### src/rtl/div_nr_seq.sv
// div_nr_seq: sequential non-restoring divider for the datapath ALU.
// Computes quotient (LO) and remainder (HI) of dividend / divisor in WIDTH+2 clocks,
// or in 2 clocks when the divisor is zero. Signed mode truncates toward zero, so the
// remainder takes the sign of the dividend.
//
// Ports
//   clk          rising-edge clock
//   resetn       asynchronous active-low reset
//   start        request, accepted only while idle and not in the done cycle
//   is_signed    two's-complement operands (ignored when SIGNED_EN=0)
//   dividend     numerator, sampled with start
//   divisor      denominator, sampled with start
//   busy         high from the accepting edge until done is asserted
//   done         one-cycle pulse, results valid from this cycle on
//   quotient     registered quotient
//   remainder    registered remainder
//   div_by_zero  registered, set with done when the divisor was zero
module div_nr_seq #(
  parameter int unsigned WIDTH     = 32,
  parameter bit          SIGNED_EN = 1'b1
) (
  input  logic             clk,
  input  logic             resetn,
  input  logic             start,
  input  logic             is_signed,
  input  logic [WIDTH-1:0] dividend,
  input  logic [WIDTH-1:0] divisor,
  output logic             busy,
  output logic             done,
  output logic [WIDTH-1:0] quotient,
  output logic [WIDTH-1:0] remainder,
  output logic             div_by_zero
);

  localparam int unsigned CW = $clog2(WIDTH + 1);

  typedef enum logic [1:0] {StIdle, StIter, StFix, StZero} state_e;

  state_e           state;
  logic [WIDTH:0]   acc;     // partial remainder A, signed
  logic [WIDTH-1:0] qreg;    // dividend magnitude shifting out, quotient bits shifting in
  logic [WIDTH-1:0] mreg;    // divisor magnitude
  logic [CW-1:0]    count;
  logic             neg_q;
  logic             neg_r;

  logic             op_signed;
  logic             n_neg;
  logic             d_neg;
  logic [WIDTH-1:0] n_abs;
  logic [WIDTH-1:0] d_abs;
  logic [WIDTH:0]   acc_sh;
  logic [WIDTH:0]   acc_step;
  logic [WIDTH:0]   acc_fix;
  logic [WIDTH-1:0] q_final;
  logic [WIDTH-1:0] r_final;

  always_comb begin
    op_signed = SIGNED_EN && is_signed;
    n_neg     = op_signed & dividend[WIDTH-1];
    d_neg     = op_signed & divisor[WIDTH-1];
    // Magnitudes are unsigned WIDTH-bit values, so |MIN| = 2^(WIDTH-1) is exact.
    n_abs     = n_neg ? -dividend : dividend;
    d_abs     = d_neg ? -divisor : divisor;

    // One non-restoring step; WIDTH+1 bits suffice because A stays in [-M, M).
    acc_sh    = {acc[WIDTH-1:0], qreg[WIDTH-1]};
    acc_step  = acc[WIDTH] ? (acc_sh + {1'b0, mreg}) : (acc_sh - {1'b0, mreg});

    acc_fix   = acc[WIDTH] ? (acc + {1'b0, mreg}) : acc;
    q_final   = neg_q ? -qreg : qreg;
    r_final   = neg_r ? -acc_fix[WIDTH-1:0] : acc_fix[WIDTH-1:0];
  end

  always_ff @(posedge clk or negedge resetn) begin
    if (!resetn) begin
      state       <= StIdle;
      busy        <= 1'b0;
      done        <= 1'b0;
      div_by_zero <= 1'b0;
      quotient    <= '0;
      remainder   <= '0;
      count       <= '0;
      acc         <= '0;
      qreg        <= '0;
      mreg        <= '0;
      neg_q       <= 1'b0;
      neg_r       <= 1'b0;
    end else begin
      done <= 1'b0;
      unique case (state)
        StIdle: begin
          // The done cycle is excluded so a request in that cycle is not accepted.
          if (start && !done) begin
            busy  <= 1'b1;
            acc   <= '0;
            mreg  <= d_abs;
            neg_q <= n_neg ^ d_neg;
            neg_r <= n_neg;
            count <= '0;
            if (divisor == '0) begin
              qreg  <= dividend;  // raw value is reported as the remainder
              state <= StZero;
            end else begin
              qreg  <= n_abs;
              state <= StIter;
            end
          end
        end
        StIter: begin
          acc   <= acc_step;
          qreg  <= {qreg[WIDTH-2:0], ~acc_step[WIDTH]};
          count <= count + CW'(1);
          if (count == CW'(WIDTH - 1)) begin
            state <= StFix;
          end
        end
        StFix: begin
          quotient    <= q_final;
          remainder   <= r_final;
          div_by_zero <= 1'b0;
          done        <= 1'b1;
          busy        <= 1'b0;
          state       <= StIdle;
        end
        StZero: begin
          quotient    <= '1;
          remainder   <= qreg;
          div_by_zero <= 1'b1;
          done        <= 1'b1;
          busy        <= 1'b0;
          state       <= StIdle;
        end
        default: state <= StIdle;
      endcase
    end
  end

endmodule

### config.mk
export PLATFORM = sky130hd
export DESIGN_NAME = div_nr_seq
export DESIGN_NICKNAME = d
export VERILOG_FILES = /design/src/rtl/div_nr_seq.sv
export SDC_FILE = /design/constraint.sdc
export NUM_CORES = 1
export LEC_CHECK = 0
export CAP_MARGIN = 20
export CELL_PAD_IN_SITES_DETAIL_PLACEMENT = 2
export CELL_PAD_IN_SITES_GLOBAL_PLACEMENT = 2
export CORE_ASPECT_RATIO = 2
export CORE_MARGIN = 4
export CORE_UTILIZATION = 25
export DETAILED_ROUTE_END_ITERATION = 16
export PLACE_DENSITY_LB_ADDON = 0.2
export SKIP_LAST_GASP = 1
export SLEW_MARGIN = 20
export SYNTH_ARGS = -nofsm -noshare
export SYNTH_HDL_FRONTEND = slang
export SYNTH_SLANG_ARGS = --single-unit
### constraint.sdc
create_clock -name clk -period 6.3 [get_ports clk]
set_input_delay 1.26 -clock clk [delete_from_list [all_inputs] [get_ports clk]]
set_output_delay 1.26 -clock clk [all_outputs]
set_load 0.01 [all_outputs]
==> results of run 1 <==
flip-flops by register name, summed over array words and instances, names as in the netlist:
register / flops
busy: 1
remainder: 32
div_by_zero: 1
acc: 33
done: 1
count: 6
neg_r: 1
quotient: 32
neg_q: 1
qreg: 32
state: 2
mreg: 32
power by group through the flow:
stage / combinational [mW] / clock [mW] / sequential, mW
2_1_floorplan: 5.48 / 0 / 2.02
3_3_place_gp: 7.46 / 0 / 2.31
3_5_place_dp: 7.74 / 0 / 2.33
4_1_cts: 7.78 / 1.28 / 2.30
5_1_grt: 8.66 / 1.32 / 2.38
6_report: 7.67 / 1.24 / 2.29
cells in the mapped netlist (32+ instances only):
master	number	area, µm²
nand2_1	203	762.0
dfrtp_1	174	4354
o21ai_0	150	750.7
nor2_1	148	555.5
a21oi_1	135	675.7
xor2_1	110	963.4
clkbuf_1	78	292.8
xnor2_1	70	613.1
ha_1	69	863.3
nand3_1	54	270.3
inv_1	43	161.4
o21ai_1	41	205.2
o31ai_1	36	270.3
nor3_1	33	165.2
mux2i_1	32	320.3
how the worst min path moves through the flow:
stage | start | slack [ps] | to | depth (start not counted)
after floorplan | mreg[12] | 480 | mreg[12] | 2
after global placement | quotient[18] | 500 | quotient[18] | 2
after detailed placement | remainder[2] | 500 | remainder[2] | 1
after CTS | remainder[2] | 520 | remainder[2] | 1
after global routing | remainder[14] | 550 | remainder[14] | 1
final | remainder[2] | 510 | remainder[2] | 1
stage by stage:
| stage | utilization (%) | instances |
|---|---|---|
| after floorplan | - | 1771 |
| after global placement | 29.08 | 2581 |
| after detailed placement | 29.13 | 2582 |
| after CTS | 30.28 | 2614 |
| after global routing | 30.28 | 2614 |
| final | 30.28 | 2614 |
layer usage:
metal	part of all wire (%)	up-vias
li1	-	6566
met1	38	6945
met4	3.0	0
met3	2.0	67
met2	57	207
met5	0	-
layout make-up:
type / count / area [µm²]
Inverter: 43 / 161.4
Clock buffer: 17 / 425.4
Multi-Input combinational cell: 1453 / 9359
Fill cell: 6537 / 39270
Sequential cell: 174 / 4360
Clock inverter: 15 / 225.2
Timing Repair Buffer: 162 / 1588
Tap cell: 750 / 938.4
cells by family (layout without fill, tap and decap cells):
group,count (synthesis),count (layout),synth area share [%]
flops,174,174,30.52
simple gates,611,611,20.79
xor+xnor,180,180,11.05
compound gates,549,549,24.23
fa+ha+maj,71,71,6.333
mux,42,42,3.035
buf+inv,144,237,4.043
==> results.yml, run 1 <==
clock_network:
  clkTransAtPathRegs_ps: 80
  clkLatencyLatePin_ps: 470
  clock-sinks: 174
  cts_made_buffers: 17
  cts-resized-gates: 0
  post_cts_buffers: 0
  cts_root_buffer: "clkbuf_16"
  cts_htree_levels: 4
  cts_tree: "built"
  ctsHoldBuffers: 0
  cts_max_path_buffers: 2
drt:
  first_iter_violations: 572
  drc: 0
  final_antenna_net_count: 0
  via_per_inst: 5.274
  drtPass1Iterations: 4
  num_vias: 13790
  wl_per_cell_um: 22.32
  drt-total-wl_um: 58330
power_and_ir_drop:
  sw_frac_of_total_pct: 52.00
  irDropWorstVdd_uv: 274.3
  internal_power_mw: 5.375
  pwr-share-comb_pct: 68.5
  p_sw_mw: 5.824
  p_seq_share_pct: 20.4
  p_total_mw: 11.20
  clkPwrFrac_pct: 11.0
  leakage_nw: 6.657
  p_per_area_nw_per_um2: 656.5
grt:
  grt_max_degree: 96
  grt_usage_pct: 19.25
  antenna_found_initial: 0
  use_met3_pct: 1.848
  grt_pass1_vias: 15600
  grtUsageMet2_pct: 38.83
  grt_pass1_wl_um: 92630
  use_met1_pct: 20.24
  top_usage_layer: "met2"
  grt-ovfl-total: 0
critical_path:
  timing.rr.end: "remainder[28]"
  worstRegToRegCells: 13
  path_class: "reg2reg"
  arrival_ps: 5550
  r2r_slack_ps: 1100
  endpoint_kind: "flip-flop"
  crit_family: "compound AO/OA/AOI/OAI gates"
  setup.worst_path.start: "mreg[0]"
  crit_fanout: 5
  r2r-start: "mreg[0]"
  critPathLaunchType: "flip-flop"
  cp_num_buf_inv: 0
  critPathCapture: "remainder[28]"
  crit_chain: "ha_1, fa_1, a211o_1, a21o_1, a21o_1, a211oi_1, o21bai_1, xor2_1, a2111oi_0, or4b_4, or4_1, nand2_1, o31ai_1"
  path_depth: 13
  worst_path_most_repeated_cell: "a21o_1"
  cpPeakStageDelay_ps: 730
  critPathSlowestCell: "a2111oi_0"
  cp_data_required_time_ps: 6640
sta:
  skew_ps: 10.61
  relSlewSlack_pct: 34.60
  slew_viol_final: 0
  tns_ps: 0
  finalHoldViolCount: 0
  max_freq_mhz: 192.2
  holdWs_ps: 512.7
  rsz0062_at_grt: "no"
  period_share_pct: 82.61
  fin_crit_ps: 5204
  setup_viol: 0
  setup_slack_ps: 1096
  worst_pin_slew_ps: 979.9
layout:
  final_cell_mix: "nand2_1 (203), dfrtp_1 (171), o21ai_0 (150), nor2_1 (146), a21oi_1 (135)"
  final_nets: 1990
  drive_above_1_share_pct: 6.116
  finalInstanceArea_um2: 17060
  antennaDiodeCount: 0
  layout_commonest_cell: "nand2_1"
  area_growth_pct: 19.58
status:
  status: "finished clean"
logic_synthesis:
  syn-instance-count: 1771
  synth_edf_count: 0
  synth_nets: 1910
  syn_avg_cell_area_um2: 8.055
  synthArstFlopShare_pct: 100.0
  synth.distinct_cells: 86
  ys_warn_count: 0
  seq_area_frac_synth_pct: 30.52
  synthFlopType: "dfrtp_1"
  syn_area_um2: 14260
  ys_seq_elements: 174
run:
  max-cap-violations: 0
hold_path:
  hold_path_class: "reg2reg"
floorplanning:
  die_w_um: 176.9
  fp.dieH_um: 345.8
  ios: 135
  rows: 123
  dieArea_um2: 61180
  core_area_um2: 56330
  start_util_pct: 25.33
place:
  port_buffers: 134
  hpwlAfterDp_um: 46630
  post-place-ws_ps: 752.0
  place_congestion: 0.8093
  place_area_um2: 16410
No activity file was read; power rests on OpenSTA's default activity.
==> run 2: changes to the inputs <==
Clock period 6.3 ns to 5.01 ns, I/O delays scaled along.
==> run 2 against run 1 <==
Worst setup slack got worse by 850 ps; flip-flop and latch count stayed put; utilization is 1.2 points higher; critical path type unchanged; design area increased by 4.0%.
==> results.yml, run 2 (synthesis results as in run 1) <==
floorplanning:
  ios: 135
  dieArea_um2: 61180
  die_w_um: 176.9
  core_area_um2: 56330
  fp.dieH_um: 345.8
  rows: 123
  start_util_pct: 25.33
critical_path:
  path_class: "reg2reg"
  cp_data_required_time_ps: 5360
  crit_fanout: 5
  timing.rr.end: "remainder[28]"
  r2r-start: "mreg[0]"
  r2r_slack_ps: 250
  worstRegToRegCells: 14
  arrival_ps: 5120
  endpoint_kind: "flip-flop"
  critPathLaunchType: "flip-flop"
layout:
  layout_commonest_cell: "nand2_1"
  antennaDiodeCount: 0
  instances_no_fill: 2705
  largest_reg_flops: 33
  final_util_pct: 31.49
  final_cell_mix: "nand2_1 (203), dfrtp_1 (172), o21ai_0 (150), nor2_1 (146), a21oi_1 (135)"
  top_register: "acc"
  area_growth_pct: 24.36
  finalInstanceArea_um2: 17740
  final_nets: 2081
  drive_above_1_share_pct: 10.49
sta:
  rsz0062_at_grt: "no"
  period_share_pct: 95.05
  worst_pin_slew_ps: 955.2
  setup_viol: 0
  finalHoldViolCount: 0
  fin_crit_ps: 4762
  max_freq_mhz: 210.0
  slew_viol_final: 0
  skew_ps: 17.16
  relSlewSlack_pct: 36.25
grt:
  grt_pass1_vias: 16030
  grt_pass1_wl_um: 93940
  antenna_found_initial: 0
  use_met3_pct: 2.308
  top_usage_layer: "met2"
  grt_max_degree: 99
  use_met1_pct: 19.92
  grt_usage_pct: 19.70
  grt-ovfl-total: 0
  grtUsageMet2_pct: 40.11
drt:
  num_vias: 14120
  wl_per_cell_um: 22.28
  drt-total-wl_um: 60260
  drc: 0
  final_antenna_net_count: 0
  via_per_inst: 5.220
  drtPass1Iterations: 4
  first_iter_violations: 562
place:
  hpwlAfterDp_um: 48480
  place_area_um2: 17080
  place_congestion: 0.8401
  port_buffers: 134
  dpl.cell_count: 2672
power_and_ir_drop:
  irDropWorstVdd_uv: 327.2
  p_per_area_nw_per_um2: 833.2
  p_total_mw: 14.78
  leakage_nw: 7.098
clock_network:
  clkTransAtPathRegs_ps: 80
  clkLatencyLatePin_ps: 480
  cts_tree: "built"
  cts_root_buffer: "clkbuf_16"
  cts_max_path_buffers: 2
  clock-sinks: 174
  cts_htree_levels: 4
  cts_made_buffers: 17
  post_cts_buffers: 0
hold_path:
  hold_path_class: "reg2reg"
  hp-start: "neg_q"
  hold_end: "neg_q"
  hold_depth: 2
run:
  max-cap-violations: 0
status:
  status: "finished clean"
## run 2: critical path, stage by stage, from the launching register on
cell and delay, ps:
dfrtp_1 390, buf_4 160, ha_1 230, fa_1 460
a211o_1 320, a21o_1 220, a21o_1 270, o311ai_1 340
o221ai_1 250, nand2b_1 200, or4_4 520, or4b_4 580
or4_1 540, nand2_1 80, o31ai_1 60
## run 2: metrics by stage
stage	TNS (ps)	worst slack, ps	hold WS [ps]
finish	0	248.1	488.0
floorplan	0	48.31	475.3
CTS	0	196.5	500.6
global route	0	6.951	535.0
global placement	0	14.51	454.4
detailed placement	-129.0	-66.00	482.2
## run 2: what timing repair did
item                                    CTS  global route
endpoints found under the setup margin    0            10
hold buffers                              0             0
gates resized for setup                   0             3
## run 2: power breakdown
part / internal, mW / switching [mW] / total [mW]
logic: 4.45 / 6.04 / 10.5
clock network: 0.816 / 0.687 / 1.50
registers: 2.00 / 0.784 / 2.79
## run 2: final cells by class
cell class	instances	area [µm²]
Fill cell	6503	38590
Sequential cell	174	4359
Multi-Input combinational cell	1453	9383
Inverter	43	161.4
Clock inverter	12	175.2
Timing Repair Buffer	253	2276
Clock buffer	20	446.7
Tap cell	750	938.4
## run 2: metal layers
layer / vias up / wire length, µm
met5: - / 0
met4: 0 / 1954
met3: 63 / 1424
met2: 196 / 35000
met1: 7131 / 21890
li1: 6729 / -
## run 2: how the worst max path moves through the flow
stage | end | from | slack [ps] | cells past startpoint
final | remainder[28] | mreg[0] | 250 | 14
after floorplan | acc[28] | acc[32] | 50 | 22
after global placement | qreg[29] | divisor[0] | 10 | 14
after CTS | acc[32] | mreg[3] | 200 | 19
after global routing | qreg[0] | mreg[3] | 7 | 20
after detailed placement | qreg[30] | divisor[0] | -70 | 14
